**src/rtl/cpu_pkg.sv**
```systemverilog
// cpu_pkg: shared datapath widths, ALU opcodes and the EX control bundle.
// Rev 1.0
`default_nettype none

package cpu_pkg;

  localparam int DW     = 16;
  localparam int REG_AW = 3;

  localparam logic [2:0] ALU_ADD = 3'd0;
  localparam logic [2:0] ALU_SUB = 3'd1;
  localparam logic [2:0] ALU_NOT = 3'd2;
  localparam logic [2:0] ALU_SHL = 3'd3;
  localparam logic [2:0] ALU_SHR = 3'd4;
  localparam logic [2:0] ALU_AND = 3'd5;
  localparam logic [2:0] ALU_OR  = 3'd6;
  localparam logic [2:0] ALU_SLT = 3'd7;

  typedef struct packed {
    logic reg_write;
    logic mem_read;
    logic mem_write;
  } ex_ctrl_t;

endpackage

`default_nettype wire

```
**src/rtl/ex_operand_stage_if.sv**
```systemverilog
// ex_operand_stage_if: ID, forwarding-source and EX-side signals of the operand stage.
// Rev 1.0
`default_nettype none

interface ex_operand_stage_if
  import cpu_pkg::*;
#(
  parameter int DW     = cpu_pkg::DW,
  parameter int REG_AW = cpu_pkg::REG_AW
);

  logic              id_valid;
  logic [2:0]        id_alu_control;
  logic [REG_AW-1:0] id_rs_addr;
  logic [REG_AW-1:0] id_rt_addr;
  logic [DW-1:0]     id_rs_data;
  logic [DW-1:0]     id_rt_data;
  logic [DW-1:0]     id_imm;
  logic              id_use_imm;
  logic [REG_AW-1:0] id_rd_addr;
  logic              id_reg_write;
  logic              id_mem_read;
  logic              id_mem_write;
  logic [DW-1:0]     alu_result;
  logic              mem_reg_write;
  logic [REG_AW-1:0] mem_rd_addr;
  logic [DW-1:0]     mem_data;
  logic              stall_in;
  logic              flush;

  logic              ex_valid;
  logic [2:0]        alu_control;
  logic [DW-1:0]     input_A;
  logic [DW-1:0]     input_B;
  logic [DW-1:0]     ex_store_data;
  logic [REG_AW-1:0] ex_rd_addr;
  logic              ex_reg_write;
  logic              ex_mem_read;
  logic              ex_mem_write;
  logic              stall_out;

  modport master (
    output id_valid, id_alu_control, id_rs_addr, id_rt_addr, id_rs_data, id_rt_data,
           id_imm, id_use_imm, id_rd_addr, id_reg_write, id_mem_read, id_mem_write,
           alu_result, mem_reg_write, mem_rd_addr, mem_data, stall_in, flush,
    input  ex_valid, alu_control, input_A, input_B, ex_store_data, ex_rd_addr,
           ex_reg_write, ex_mem_read, ex_mem_write, stall_out
  );

  modport slave (
    input  id_valid, id_alu_control, id_rs_addr, id_rt_addr, id_rs_data, id_rt_data,
           id_imm, id_use_imm, id_rd_addr, id_reg_write, id_mem_read, id_mem_write,
           alu_result, mem_reg_write, mem_rd_addr, mem_data, stall_in, flush,
    output ex_valid, alu_control, input_A, input_B, ex_store_data, ex_rd_addr,
           ex_reg_write, ex_mem_read, ex_mem_write, stall_out
  );

endinterface

`default_nettype wire

```
**src/rtl/operand_fwd_mux.sv**
```systemverilog
// operand_fwd_mux: per-source operand select (R0 zero, EX forward, MEM forward, register file).
// Rev 1.0
`default_nettype none

module operand_fwd_mux #(
  parameter int DW = 16,
  parameter int AW = 3
) (
  input  wire logic [AW-1:0] i_src_addr,
  input  wire logic [DW-1:0] i_rf_data,
  input  wire logic          i_ex_fwd_en,
  input  wire logic [AW-1:0] i_ex_rd_addr,
  input  wire logic [DW-1:0] i_ex_data,
  input  wire logic          i_mem_reg_write,
  input  wire logic [AW-1:0] i_mem_rd_addr,
  input  wire logic [DW-1:0] i_mem_data,
  output logic      [DW-1:0] o_data
);

  // The younger (EX) producer wins over MEM when both target the same register.
  always_comb begin
    o_data = i_rf_data;
    if (i_src_addr == '0) begin
      o_data = '0;
    end else if (i_ex_fwd_en && (i_ex_rd_addr == i_src_addr)) begin
      o_data = i_ex_data;
    end else if (i_mem_reg_write && (i_mem_rd_addr == i_src_addr)) begin
      o_data = i_mem_data;
    end
  end

endmodule

`default_nettype wire

```
**src/rtl/ex_operand_stage.sv**
```systemverilog
// ex_operand_stage: ID/EX pipeline register with operand forwarding and load-use hazard detection.
// Rev 1.0
`default_nettype none

module ex_operand_stage
  import cpu_pkg::*;
#(
  parameter int DW     = cpu_pkg::DW,
  parameter int REG_AW = cpu_pkg::REG_AW
) (
  input wire logic          clk,
  input wire logic          rst_n,
  ex_operand_stage_if.slave bus
);

  logic              r_valid;
  logic [2:0]        r_alu_control;
  logic [DW-1:0]     r_input_a;
  logic [DW-1:0]     r_input_b;
  logic [DW-1:0]     r_store_data;
  logic [REG_AW-1:0] r_rd_addr;
  ex_ctrl_t          r_ctrl;

  logic              w_ex_fwd_en;
  logic              w_rt_used;
  logic              w_load_use;
  logic [DW-1:0]     w_rs_fwd;
  logic [DW-1:0]     w_rt_fwd;

  // A load in EX has no result yet, so it can never be an EX forwarding source.
  assign w_ex_fwd_en = r_valid & r_ctrl.reg_write & ~r_ctrl.mem_read;
  assign w_rt_used   = ~bus.id_use_imm | bus.id_mem_write;
  assign w_load_use  = r_valid & r_ctrl.mem_read & (r_rd_addr != '0) &
                       ((r_rd_addr == bus.id_rs_addr) |
                        (w_rt_used & (r_rd_addr == bus.id_rt_addr)));

  assign bus.stall_out = bus.stall_in | w_load_use;

  operand_fwd_mux #(.DW(DW), .AW(REG_AW)) u_fwd_rs (
    .i_src_addr      (bus.id_rs_addr),
    .i_rf_data       (bus.id_rs_data),
    .i_ex_fwd_en     (w_ex_fwd_en),
    .i_ex_rd_addr    (r_rd_addr),
    .i_ex_data       (bus.alu_result),
    .i_mem_reg_write (bus.mem_reg_write),
    .i_mem_rd_addr   (bus.mem_rd_addr),
    .i_mem_data      (bus.mem_data),
    .o_data          (w_rs_fwd)
  );

  operand_fwd_mux #(.DW(DW), .AW(REG_AW)) u_fwd_rt (
    .i_src_addr      (bus.id_rt_addr),
    .i_rf_data       (bus.id_rt_data),
    .i_ex_fwd_en     (w_ex_fwd_en),
    .i_ex_rd_addr    (r_rd_addr),
    .i_ex_data       (bus.alu_result),
    .i_mem_reg_write (bus.mem_reg_write),
    .i_mem_rd_addr   (bus.mem_rd_addr),
    .i_mem_data      (bus.mem_data),
    .o_data          (w_rt_fwd)
  );

  // Priority: flush > stall_in > load-use bubble > capture.
  always_ff @(posedge clk or negedge rst_n) begin
    if (!rst_n) begin
      r_valid       <= 1'b0;
      r_alu_control <= ALU_ADD;
      r_input_a     <= '0;
      r_input_b     <= '0;
      r_store_data  <= '0;
      r_rd_addr     <= '0;
      r_ctrl        <= '0;
    end else if (bus.flush) begin
      r_valid <= 1'b0;
      r_ctrl  <= '0;
    end else if (!bus.stall_in) begin
      if (w_load_use) begin
        r_valid <= 1'b0;
        r_ctrl  <= '0;
      end else begin
        r_valid          <= bus.id_valid;
        r_alu_control    <= bus.id_alu_control;
        r_input_a        <= w_rs_fwd;
        r_input_b        <= bus.id_use_imm ? bus.id_imm : w_rt_fwd;
        r_store_data     <= w_rt_fwd;
        r_rd_addr        <= bus.id_rd_addr;
        r_ctrl.reg_write <= bus.id_reg_write & bus.id_valid;
        r_ctrl.mem_read  <= bus.id_mem_read  & bus.id_valid;
        r_ctrl.mem_write <= bus.id_mem_write & bus.id_valid;
      end
    end
  end

  assign bus.ex_valid      = r_valid;
  assign bus.alu_control   = r_alu_control;
  assign bus.input_A       = r_input_a;
  assign bus.input_B       = r_input_b;
  assign bus.ex_store_data = r_store_data;
  assign bus.ex_rd_addr    = r_rd_addr;
  assign bus.ex_reg_write  = r_ctrl.reg_write;
  assign bus.ex_mem_read   = r_ctrl.mem_read;
  assign bus.ex_mem_write  = r_ctrl.mem_write;

endmodule

`default_nettype wire
```
**src/flat_wrapper.sv**
```systemverilog
// flat-port wrapper written by rule: the top's interface ports become plain ports
module ex_operand_stage_flat import cpu_pkg::*;
#(
  parameter int DW     = cpu_pkg::DW,
  parameter int REG_AW = cpu_pkg::REG_AW
)
  (clk, rst_n, bus_id_valid, bus_id_alu_control, bus_id_rs_addr, bus_id_rt_addr, bus_id_rs_data, bus_id_rt_data, bus_id_imm, bus_id_use_imm, bus_id_rd_addr, bus_id_reg_write, bus_id_mem_read, bus_id_mem_write, bus_alu_result, bus_mem_reg_write, bus_mem_rd_addr, bus_mem_data, bus_stall_in, bus_flush, bus_ex_valid, bus_alu_control, bus_input_A, bus_input_B, bus_ex_store_data, bus_ex_rd_addr, bus_ex_reg_write, bus_ex_mem_read, bus_ex_mem_write, bus_stall_out);
  ex_operand_stage_if #(.DW(DW), .REG_AW(REG_AW)) bus_i ();
  input wire logic clk;
  input wire logic rst_n;
  input wire logic [$bits(bus_i.id_valid)-1:0] bus_id_valid;
  input wire logic [$bits(bus_i.id_alu_control)-1:0] bus_id_alu_control;
  input wire logic [$bits(bus_i.id_rs_addr)-1:0] bus_id_rs_addr;
  input wire logic [$bits(bus_i.id_rt_addr)-1:0] bus_id_rt_addr;
  input wire logic [$bits(bus_i.id_rs_data)-1:0] bus_id_rs_data;
  input wire logic [$bits(bus_i.id_rt_data)-1:0] bus_id_rt_data;
  input wire logic [$bits(bus_i.id_imm)-1:0] bus_id_imm;
  input wire logic [$bits(bus_i.id_use_imm)-1:0] bus_id_use_imm;
  input wire logic [$bits(bus_i.id_rd_addr)-1:0] bus_id_rd_addr;
  input wire logic [$bits(bus_i.id_reg_write)-1:0] bus_id_reg_write;
  input wire logic [$bits(bus_i.id_mem_read)-1:0] bus_id_mem_read;
  input wire logic [$bits(bus_i.id_mem_write)-1:0] bus_id_mem_write;
  input wire logic [$bits(bus_i.alu_result)-1:0] bus_alu_result;
  input wire logic [$bits(bus_i.mem_reg_write)-1:0] bus_mem_reg_write;
  input wire logic [$bits(bus_i.mem_rd_addr)-1:0] bus_mem_rd_addr;
  input wire logic [$bits(bus_i.mem_data)-1:0] bus_mem_data;
  input wire logic [$bits(bus_i.stall_in)-1:0] bus_stall_in;
  input wire logic [$bits(bus_i.flush)-1:0] bus_flush;
  output wire logic [$bits(bus_i.ex_valid)-1:0] bus_ex_valid;
  output wire logic [$bits(bus_i.alu_control)-1:0] bus_alu_control;
  output wire logic [$bits(bus_i.input_A)-1:0] bus_input_A;
  output wire logic [$bits(bus_i.input_B)-1:0] bus_input_B;
  output wire logic [$bits(bus_i.ex_store_data)-1:0] bus_ex_store_data;
  output wire logic [$bits(bus_i.ex_rd_addr)-1:0] bus_ex_rd_addr;
  output wire logic [$bits(bus_i.ex_reg_write)-1:0] bus_ex_reg_write;
  output wire logic [$bits(bus_i.ex_mem_read)-1:0] bus_ex_mem_read;
  output wire logic [$bits(bus_i.ex_mem_write)-1:0] bus_ex_mem_write;
  output wire logic [$bits(bus_i.stall_out)-1:0] bus_stall_out;
  assign bus_i.id_valid = bus_id_valid;
  assign bus_i.id_alu_control = bus_id_alu_control;
  assign bus_i.id_rs_addr = bus_id_rs_addr;
  assign bus_i.id_rt_addr = bus_id_rt_addr;
  assign bus_i.id_rs_data = bus_id_rs_data;
  assign bus_i.id_rt_data = bus_id_rt_data;
  assign bus_i.id_imm = bus_id_imm;
  assign bus_i.id_use_imm = bus_id_use_imm;
  assign bus_i.id_rd_addr = bus_id_rd_addr;
  assign bus_i.id_reg_write = bus_id_reg_write;
  assign bus_i.id_mem_read = bus_id_mem_read;
  assign bus_i.id_mem_write = bus_id_mem_write;
  assign bus_i.alu_result = bus_alu_result;
  assign bus_i.mem_reg_write = bus_mem_reg_write;
  assign bus_i.mem_rd_addr = bus_mem_rd_addr;
  assign bus_i.mem_data = bus_mem_data;
  assign bus_i.stall_in = bus_stall_in;
  assign bus_i.flush = bus_flush;
  assign bus_ex_valid = bus_i.ex_valid;
  assign bus_alu_control = bus_i.alu_control;
  assign bus_input_A = bus_i.input_A;
  assign bus_input_B = bus_i.input_B;
  assign bus_ex_store_data = bus_i.ex_store_data;
  assign bus_ex_rd_addr = bus_i.ex_rd_addr;
  assign bus_ex_reg_write = bus_i.ex_reg_write;
  assign bus_ex_mem_read = bus_i.ex_mem_read;
  assign bus_ex_mem_write = bus_i.ex_mem_write;
  assign bus_stall_out = bus_i.stall_out;
  ex_operand_stage #(.DW(DW), .REG_AW(REG_AW)) u_core (.clk(clk), .rst_n(rst_n), .bus(bus_i));
endmodule
```
**config.mk**
```make
export PLATFORM = sky130hd
export DESIGN_NAME = ex_operand_stage_flat
export DESIGN_NICKNAME = d
export VERILOG_FILES = /design/src/rtl/cpu_pkg.sv /design/src/rtl/ex_operand_stage_if.sv /design/src/rtl/operand_fwd_mux.sv /design/src/rtl/ex_operand_stage.sv /design/src/flat_wrapper.sv
export SDC_FILE = /design/constraint.sdc
export NUM_CORES = 1
export LEC_CHECK = 0
export ABC_AREA = 1
export BUFFER_PORTS_ARGS = -buffer_cell sky130_fd_sc_hd__buf_4
export CAP_MARGIN = 20
export CELL_PAD_IN_SITES_DETAIL_PLACEMENT = 0
export CELL_PAD_IN_SITES_GLOBAL_PLACEMENT = 1
export CORE_UTILIZATION = 32
export CTS_CLUSTER_SIZE = 16
export DETAILED_ROUTE_END_ITERATION = 8
export GPL_ROUTABILITY_DRIVEN = 0
export PLACE_DENSITY_LB_ADDON = 0.12
export SYNTH_ARGS = -nofsm -noshare
export SYNTH_HDL_FRONTEND = slang
export SYNTH_SLANG_ARGS = --single-unit
```
**constraint.sdc**
```tcl
create_clock -name clk -period 1.8 [get_ports clk]
set_clock_uncertainty 0.1 [all_clocks]
set_input_delay 0.18 -clock clk [delete_from_list [all_inputs] [get_ports clk]]
set_output_delay 0.18 -clock clk [all_outputs]
set_load 0.01 [all_outputs]
```
==> flow_metrics.tcl, run 1 <==
set metrics [dict create \
    layout.nets 863 \
    drive_gt1_share_pct 30.3 \
    clkPwrFrac_pct 40.6 \
    clock-sinks 58 \
    ir_drop_uv 381 \
    vias 4433 \
    syn-cell-area_um2 3790 \
    max_slew_margin_pct 57.2 \
    drt-vias-per-instance 4.89 \
    dp_hpwl_um 10800 \
    antenna_found_initial 0 \
    worstMarginPinSlew_ns 0.640 \
    powerDensity_nw_per_um2 850 \
    total_power_mw 4.95 \
    synth_warnings 0 \
    grt_usage_pct 23.7 \
    ys_types 25 \
    io_buffers 163 \
    synth_seq_cells 58 \
    rows 39 \
    leakagePower_nw 3.28 \
    synth_cells 582 \
    pwr-share-comb_pct 27.0 \
    htree_levels 3 \
    ys_seq_area_share_pct 38.3 \
    timing.final.hold_violations 0 \
    fin_crit_sh_pct 97.6 \
    worst_setup_path_end_kind "output pin" \
    finalSetupTns_ns 0 \
    die_h_um 111 \
    grt.overflow.total 0 \
    clock_latency_ns 0.33 \
    critPathBufInv 1 \
    cts.path.max_buffers 2 \
    cellInternalPower_mw 3.52 \
    switching_share_pct 29.0 \
    cp.required_ns 1.52 \
    power_switching_mw 1.44 \
    drtPass1Iterations 4 \
    dieArea_um2 12300 \
    die_width_um 111 \
    fin_crit_ns 1.76 \
    worst-setup-path-type "flop to output pin" \
    reg2reg_slack_ns 0.08 \
    area_growth_syn_to_layout_pct 53.9 \
    hold_class "primary input to flop" \
    first_global_vias 4462 \
    coreArea_um2 11500 \
    start_kind "flop" \
    drv_cap 0 \
    crit_fanout 4 \
    numCtsBuffers 9 \
    ios 164 \
    drc 0 \
    setup_violations 0 \
    fin_cells 906 \
    grt_max_degree 45 \
    clk_pin_slew_worst_paths_ns 0.06 \
    rsz0062_at_grt "true" \
    cp_top_family "simple AND/OR/NAND/NOR gates" \
    crit_path_max_incr_delay_ns 0.44 \
    drt-total-wl_um 14200 \
    antenna_cells 0 \
    status "finished, final reports clean" \
    cp_cell_sequence "xor2_2 > nor2_2 > nand2_1 > nand2_1 > nand2_2 > nand2_2 > buf_6" \
    ant_nets 0 \
    grt_pass1_wl_um 22800 \
    cts_root_buf "clkbuf_16" \
    critPathArrivalTime_ns 1.48 \
    final_max_slew_viol_count 0 \
    drtIter0Drc 223 \
    cts_tree "done" \
    avgSynthCellArea_um2 6.51 \
    power_frac_seq_pct 32.4 \
    fmax_ghz 0.569 \
    syn_nets 687 \
    crit_slowest_cell "dfrtp_2" \
    whs_ns 0.0321 \
    start_util_pct 33.0 \
    dp_cells 877 \
    wire_per_inst_um 15.7 \
]
power groups by stage:
stage               combinational, mW  clock [mW]  sequential, mW
global placement                 1.28           0            1.61
global route                     1.47        2.12            1.63
floorplan                       0.507           0            1.68
finish                           1.34        2.01            1.61
detailed placement               1.29           0            1.62
CTS                              1.32        2.04            1.60
tightest hold or removal path, cell delays in order:
cell     delay, ns
buf_4         0.08
nand2_1       0.04
nand2_1       0.05
nand2_1       0.04
nand2_1       0.04
cells by family (layout without fill, tap and decap cells):
kind of cell / Yosys count / in the layout / synth area share (%)
DFF: 58 / 58 / 38.3
and+or+nand+nor: 386 / 387 / 44.1
AOI/OAI and AO/OA: 39 / 39 / 5.29
xor gates and xnor gates: 4 / 4 / 1.32
buffers and inverters: 95 / 275 / 11.0
worst paths after layout:
kind                            cells after the start                            to                startpoint
worst max-delay path                                7                 bus_stall_out  u_core.bus.ex_rd_addr[0]
worst min-delay path                                5         u_core.bus.input_B[3]             bus_id_imm[3]
worst max register to register                      7        u_core.bus.input_A[11]  u_core.bus.ex_rd_addr[2]
worst min register to register                      2       u_core.bus.ex_mem_write   u_core.bus.ex_mem_write
max in group asynchronous                           3  u_core.bus.ex_store_data[13]                     rst_n
min in group asynchronous                           2        u_core.bus.input_A[11]                     rst_n
Yosys cell counts:
library cell	count	share of area, %
xnor2_2	2	0.86
a21oi_1	1	0.13
clkbuf_2	1	0.13
a21oi_2	1	0.23
o21ai_1	26	3.4
xor2_1	2	0.46
buf_6	5	1.5
buf_2	13	1.7
inv_1	61	6.0
nand2_1	255	25
nor2_1	6	0.59
nand4_1	32	5.3
buf_4	1	0.20
or2_2	1	0.17
clkbuf_1	10	0.99
nor2_2	4	0.66
o21ai_0	10	1.3
buf_1	1	0.099
dfrtp_1	58	38
nor2_4	1	0.30
nand3_1	84	11
o22ai_1	1	0.17
nand3_2	2	0.53
nand2_2	1	0.17
inv_2	3	0.30
what timing repair did:
item | 4_1_cts | 5_1_grt
hold buffers | 10 | 0
pin swaps | 1 | 8
setup buffers | 1 | 1
gates resized for setup | 3 | 18
hold endpoints to repair | 32 | 0
setup endpoints to repair | 33 | 52
gates cloned | 0 | 1
through the flow:
step           setup WS, ns  util, %  area (um2)
2_1_floorplan        0.0908        -        3790
3_3_place_gp        -0.0846     46.0        5270
3_5_place_dp         -0.105     46.0        5270
4_1_cts             0.00931     50.0        5740
5_1_grt             -0.0605     50.8        5830
6_report             0.0432     50.8        5830
metal layers:
layer,GRT usage (%),share of wire (%),up-vias
li1,-,-,2211
met1,29.6,43,2049
met2,40.2,49,153
met3,5.25,6.1,20
met4,8.09,1.9,0
met5,0,0,-
layout by cell type (no fill, tap or decap), drive strengths merged:
cell type,instances
o21ai,36
clkinv,1
dlygate4sd3,10
nand3,87
buf,185
xor2,2
nor2,11
nand4,32
inv,64
o22ai,1
or2,1
nand2,256
xnor2,2
a21oi,2
clkbuf,12
bufinv,3
dfrtp,58
final cells by class:
cell class                      count  area, um2
Tap cell                          143        179
Inverter                           64        240
Timing Repair Buffer              195       1600
Multi-Input combinational cell    430       2010
Clock buffer                       12        246
Sequential cell                    58       1450
Fill cell                        1212       5640
Clock inverter                      4       98.8
sequential cells by signal, summed over array words and instances (netlist names):
signal	flops
u_core.bus.ex_mem_read	1
u_core.bus.ex_mem_write	1
u_core.bus.input_B	16
u_core.bus.ex_rd_addr	3
u_core.bus.alu_control	3
u_core.bus.ex_valid	1
u_core.bus.ex_reg_write	1
u_core.bus.input_A	16
u_core.bus.ex_store_data	16
(Power assumes the default switching activity.)
==> run 2, diff against run 1 <==
--- a/config.mk
+++ b/config.mk
@@ -10,11 +10,11 @@
 export CAP_MARGIN = 20
 export CELL_PAD_IN_SITES_DETAIL_PLACEMENT = 0
 export CELL_PAD_IN_SITES_GLOBAL_PLACEMENT = 1
-export CORE_UTILIZATION = 32
+export CORE_UTILIZATION = 29
 export CTS_CLUSTER_SIZE = 16
 export DETAILED_ROUTE_END_ITERATION = 8
 export GPL_ROUTABILITY_DRIVEN = 0
-export PLACE_DENSITY_LB_ADDON = 0.12
+export PLACE_DENSITY_LB_ADDON = 0.1
 export SYNTH_ARGS = -nofsm -noshare
 export SYNTH_HDL_FRONTEND = slang
 export SYNTH_SLANG_ARGS = --single-unit
==> constraint.sdc (replaced) <==
create_clock -name clk -period 1.6 [get_ports clk]
set_clock_uncertainty 0.1 [all_clocks]
set_input_delay 0.16 -clock clk [delete_from_list [all_inputs] [get_ports clk]]
set_output_delay 0.16 -clock clk [all_outputs]
set_load 0.01 [all_outputs]
==> run 2 against run 1 <==
  * Worst setup slack lost 0.29 ns
  * Design area grew 6.9%
  * Highest routed layer unchanged
  * Register-to-register slack worse by 0.33 ns
  * Critical path type is now flop to flop
  * Flip-flop and latch count unchanged
  * Power increased by 5.8%
  * Hold slack lost 0.0091 ns
  * The flow now finishes with violations (setup timing)
==> flow_metrics.tcl, run 2 (synthesis gave the netlist of run 1 again) <==
set metrics [dict create \
    status "complete, but fails checks" \
    violations "setup timing" \
    drt-vias-per-instance 4.76 \
    layout_setup_ws_ns -0.251 \
    cts_root_buf "clkbuf_16" \
    layout.nets 890 \
    cp.required_ns 1.73 \
    drc 0 \
    timing.final.hold_violations 0 \
    antenna_cells 0 \
    cts_tree "done" \
    whs_ns 0.0230 \
    hold_class "primary input to flop" \
    clock_latency_ns 0.33 \
    grt.overflow.total 0 \
    dieArea_um2 13500 \
    antenna_found_initial 0 \
    leakagePower_nw 3.49 \
    powerDensity_nw_per_um2 841 \
    dp_hpwl_um 10800 \
    ir_drop_uv 380 \
    cts.path.max_buffers 2 \
    die_width_um 116 \
    rsz0062_at_grt "true" \
    worst_setup_path_end_kind "flop" \
    stdcell_area_um2 6230 \
    worst-setup-path-type "flop to flop" \
    start_kind "flop" \
    ios 164 \
    critPathArrivalTime_ns 1.98 \
    coreArea_um2 12700 \
    max_slew_margin_pct 74.9 \
    total_power_mw 5.24 \
    dp_cells 921 \
    start_util_pct 29.9 \
    fmax_ghz 0.540 \
    die_h_um 116 \
    dpl_cell_area_um2 5450 \
    grt_pass1_wl_um 21900 \
    fin_crit_ns 1.85 \
    drtIter0Drc 214 \
    layout_common_cells "nand2_1, buf_4, nand3_1" \
    io_buffers 163 \
    drtPass1Iterations 5 \
    rows 41 \
    final_common_cell "nand2_1" \
    crit_fanout 5 \
    clock-sinks 58 \
    grt_max_degree 46 \
    area_growth_syn_to_layout_pct 64.5 \
    htree_levels 3 \
    numCtsBuffers 9 \
    drive_gt1_share_pct 36.5 \
    fin_crit_sh_pct 116 \
    first_global_vias 4453 \
    clk_pin_slew_worst_paths_ns 0.06 \
    vias 4578 \
    fin_cells 961 \
    setup_violations 59 \
    worstMarginPinSlew_ns 0.376 \
    drt-total-wl_um 15000 \
    ant_nets 0 \
    final_max_slew_viol_count 0 \
    grt_usage_pct 21.2 \
    wire_per_inst_um 15.6 \
    drv_cap 0 \
    place_ws_ns -0.109 \
]
==> run 2: cell count changes in the layout (fill, tap and decap cells not counted), sizes merged <==
cell / change
clkbuf: +3
clkinvlp: +2
bufinv: -3
clkinv: +3
buf: +21
==> run 2: layout make-up <==
cell class,instances,area (um2)
repair buffers,222,1950
fillers,1289,6440
clock inverters,6,35.0
clock buffers,9,225
flip-flops and latches,58,1460
inverters,64,248
well taps,172,215
multi-input cells,430,2100
==> run 2: timing repair <==
| item | in CTS | in global routing |
|---|---|---|
| pin swaps | 4 | 17 |
| endpoints found under the setup margin | 59 | 59 |
| gates cloned | 1 | 9 |
| hold buffers | 10 | 0 |
| endpoints found under the hold margin | 33 | 0 |
| setup buffers | 3 | 3 |
| gates resized for setup | 21 | 48 |
==> run 2: final timing paths <==
kind	cells past startpoint	slack [ns]	from	to
max	11	-0.25	u_core.bus.ex_rd_addr[0]	u_core.bus.input_B[1]
min	5	0.02	bus_id_imm[9]	u_core.bus.input_B[9]
max reg2reg	11	-0.25	u_core.bus.ex_rd_addr[0]	u_core.bus.input_B[1]
min reg2reg	2	0.38	u_core.bus.alu_control[2]	u_core.bus.alu_control[2]
max in group asynchronous	3	0.59	rst_n	u_core.bus.ex_store_data[0]
min in group asynchronous	2	0.18	rst_n	u_core.bus.input_A[0]
==> run 2: critical path, stage by stage, from the launching register on <==
cell and delay, ns:
dfrtp_2 0.41, inv_2 0.05, buf_4 0.12, buf_4 0.14
a21oi_2 0.16, nand2_2 0.09, buf_6 0.14, nand3_4 0.17
inv_8 0.08, clkbuf_16 0.18, nand2_4 0.05, nand2_1 0.05
==> run 2: per-stage QoR <==
stage / util [%] / setup TNS, ns
floorplan: - / -2.62
global placement: 43.0 / -1.98
detailed placement: 43.0 / -2.60
CTS: 46.4 / -8.41
global route: 49.2 / -16.22
finish: 49.2 / -12.23
==> run 2: report_power, final <==
part / switching, mW / internal [mW]
sequential: 0.134 / 1.67
combinational: 0.842 / 0.837
clock: 0.736 / 1.03
==> run 2: routing by layer <==
layer	global-route usage (%)	up-vias	routed length [um]
met5	0	-	0
met4	7.86	0	225
met3	3.74	18	876
met2	37.2	154	7430
met1	25.9	2132	6500
li1	-	2274	-
==> run 3, diff against run 2 <==
--- a/config.mk
+++ b/config.mk
@@ -11,7 +11,6 @@
 export CELL_PAD_IN_SITES_DETAIL_PLACEMENT = 0
 export CELL_PAD_IN_SITES_GLOBAL_PLACEMENT = 1
 export CORE_UTILIZATION = 29
-export CTS_CLUSTER_SIZE = 16
 export DETAILED_ROUTE_END_ITERATION = 8
 export GPL_ROUTABILITY_DRIVEN = 0
 export PLACE_DENSITY_LB_ADDON = 0.1
==> constraint.sdc (replaced) <==
create_clock -name clk -period 1.6 [get_ports clk]
set_clock_uncertainty 0.1 [all_clocks]
set_input_delay 0.32 -clock clk [delete_from_list [all_inputs] [get_ports clk]]
set_output_delay 0.32 -clock clk [all_outputs]
set_load 0.01 [all_outputs]
==> run 3 against run 2 <==
  * The flow still finishes with violations (setup timing)
  * Sequential share of layout area about the same
  * Power is 3.2% higher
  * Design area down 0.20%
  * Largest cell class unchanged
  * Global-route usage is 0.30 points higher
  * Critical path type is now flop to output pin
  * Non-clock buffer count grew 1
  * Register-to-register slack worse by 0.06 ns
  * Sequential power hardly changed
  * Combinational power hardly changed
  * Wire length down 3.2%
  * Final cell count grew 0.10%
  * Worst setup slack got worse by 0.060 ns
==> flow_metrics.tcl, run 3 (synthesis gave the netlist of run 1 again) <==
set metrics [dict create \
    max_slew_margin_pct 77.9 \
    layout_common_cells "nand2_1, buf_4, nand3_1" \
    grt_pass1_wl_um 21900 \
    status "complete, but fails checks" \
    rsz0062_at_grt "true" \
    timing.final.hold_violations 0 \
    layout_setup_ws_ns -0.312 \
    crit_fanout 4 \
    numCtsBuffers 9 \
    whs_ns 0.0867 \
    drtPass1Iterations 4 \
    htree_levels 3 \
    finalSetupTns_ns -14.50 \
    clk_pin_slew_worst_paths_ns 0.05 \
    antenna_found_initial 0 \
    drt-vias-per-instance 4.75 \
    worst-setup-path-type "flop to output pin" \
    violations "setup timing" \
    hold_path_depth 3 \
    worst_setup_path_end_kind "output pin" \
    powerDensity_nw_per_um2 870 \
    grt_max_degree 39 \
    drc 0 \
    fmax_ghz 0.523 \
    first_global_vias 4454 \
    dp_hpwl_um 10800 \
    wire_per_inst_um 15.1 \
    drtIter0Drc 236 \
    area_growth_syn_to_layout_pct 64.2 \
    setup_violations 59 \
    die_width_um 116 \
    dieArea_um2 13500 \
    fin_crit_ns 1.91 \
    start_util_pct 29.9 \
    layout.nets 890 \
    coreArea_um2 12700 \
    cp.required_ns 1.18 \
    vias 4565 \
    cts_root_buf "clkbuf_16" \
    drt-total-wl_um 14600 \
    grt_usage_pct 21.5 \
    ant_nets 0 \
    clock-sinks 58 \
    start_kind "flop" \
    io_buffers 163 \
    place_ws_ns -0.156 \
    ir_drop_uv 442 \
    rr_worst_depth 12 \
    drv_cap 0 \
    ios 164 \
    fill_cells 1357 \
    antenna_cells 0 \
    cts.path.max_buffers 2 \
    final_max_slew_viol_count 0 \
    hold_class "primary input to flop" \
    cts_tree "done" \
    die_h_um 116 \
    multi_input_area_um2 2020 \
    clock_latency_ns 0.33 \
    rows 41 \
    leakagePower_nw 3.49 \
    fin_crit_sh_pct 119 \
    seq_area_um2 1460 \
    worstMarginPinSlew_ns 0.331 \
    grt.overflow.total 0 \
    final_common_cell "nand2_1" \
    critPathArrivalTime_ns 1.49 \
    drive_gt1_share_pct 35.6 \
]
==> run 3: cell types whose count changed in the layout (fill, tap and decap cells not counted), sizes merged <==
cell         previous run  this run
nand3                  87        86
clkinvlp                2         0
buf                   206       218
dlygate4sd3            10         1
bufinv                  0         1
==> run 3: per-stage QoR <==
step / util (%) / power (mW) / cell area (um2) / std cells
after floorplan: - / 2.47 / 3820 / 582
after global placement: 43.4 / 3.31 / 5490 / 925
after detailed placement: 43.4 / 3.33 / 5490 / 925
after CTS: 48.0 / 5.40 / 6080 / 957
after global routing: 49.1 / 5.71 / 6220 / 962
final: 49.1 / 5.41 / 6220 / 962
==> run 3: cell type report <==
class | instances | area share (%)
Sequential cell | 58 | 23.4
Clock buffer | 11 | 3.90
Tap cell | 172 | 3.46
Inverter | 64 | 3.98
Multi-Input combinational cell | 429 | 32.4
Timing Repair Buffer | 223 | 32.0
Clock inverter | 5 | 0.865
==> run 3: worst paths after layout <==
kind                                                to                      from  slack (ns)
max in group asynchronous  u_core.bus.ex_store_data[8]                     rst_n        0.53
min in group asynchronous        u_core.bus.input_A[4]                     rst_n        0.35
hold / removal                 u_core.bus.ex_reg_write          bus_id_reg_write        0.09
hold reg to reg                  u_core.bus.input_B[6]     u_core.bus.input_B[6]        0.38
setup reg to reg           u_core.bus.ex_store_data[1]  u_core.bus.ex_rd_addr[0]       -0.31
setup / recovery                         bus_stall_out  u_core.bus.ex_rd_addr[0]       -0.31
==> run 3: timing repair <==
action,CTS,global route
hold buffers,1,0
pin swaps,4,4
setup buffers,11,4
hold endpoints to repair,20,0
gates cloned,4,5
setup endpoints to repair,59,59
gates resized for setup,25,35
==> run 3: critical path, stage by stage (launching register included) <==
cell,delay (ns)
dfrtp_2,0.43
inv_2,0.05
buf_4,0.12
buf_4,0.12
a21oi_1,0.18
nand2_2,0.08
nand2_2,0.06
buf_6,0.10
==> run 3: per-layer routing <==
layer / global-route usage [%] / wire length, um / up-vias
li1: - / - / 2266
met1: 26.0 / 6370 / 2153
met2: 37.7 / 7180 / 130
met3: 4.05 / 786 / 16
met4: 8.38 / 221 / 0
met5: 0 / 0 / -
==> run 3: power by group <==
part           leakage (nW)  internal, mW  total, mW  switching [mW]
Clock                 0.149          1.24       1.94           0.702
Combinational          2.61         0.843       1.66           0.817
Sequential            0.729          1.67       1.80           0.137
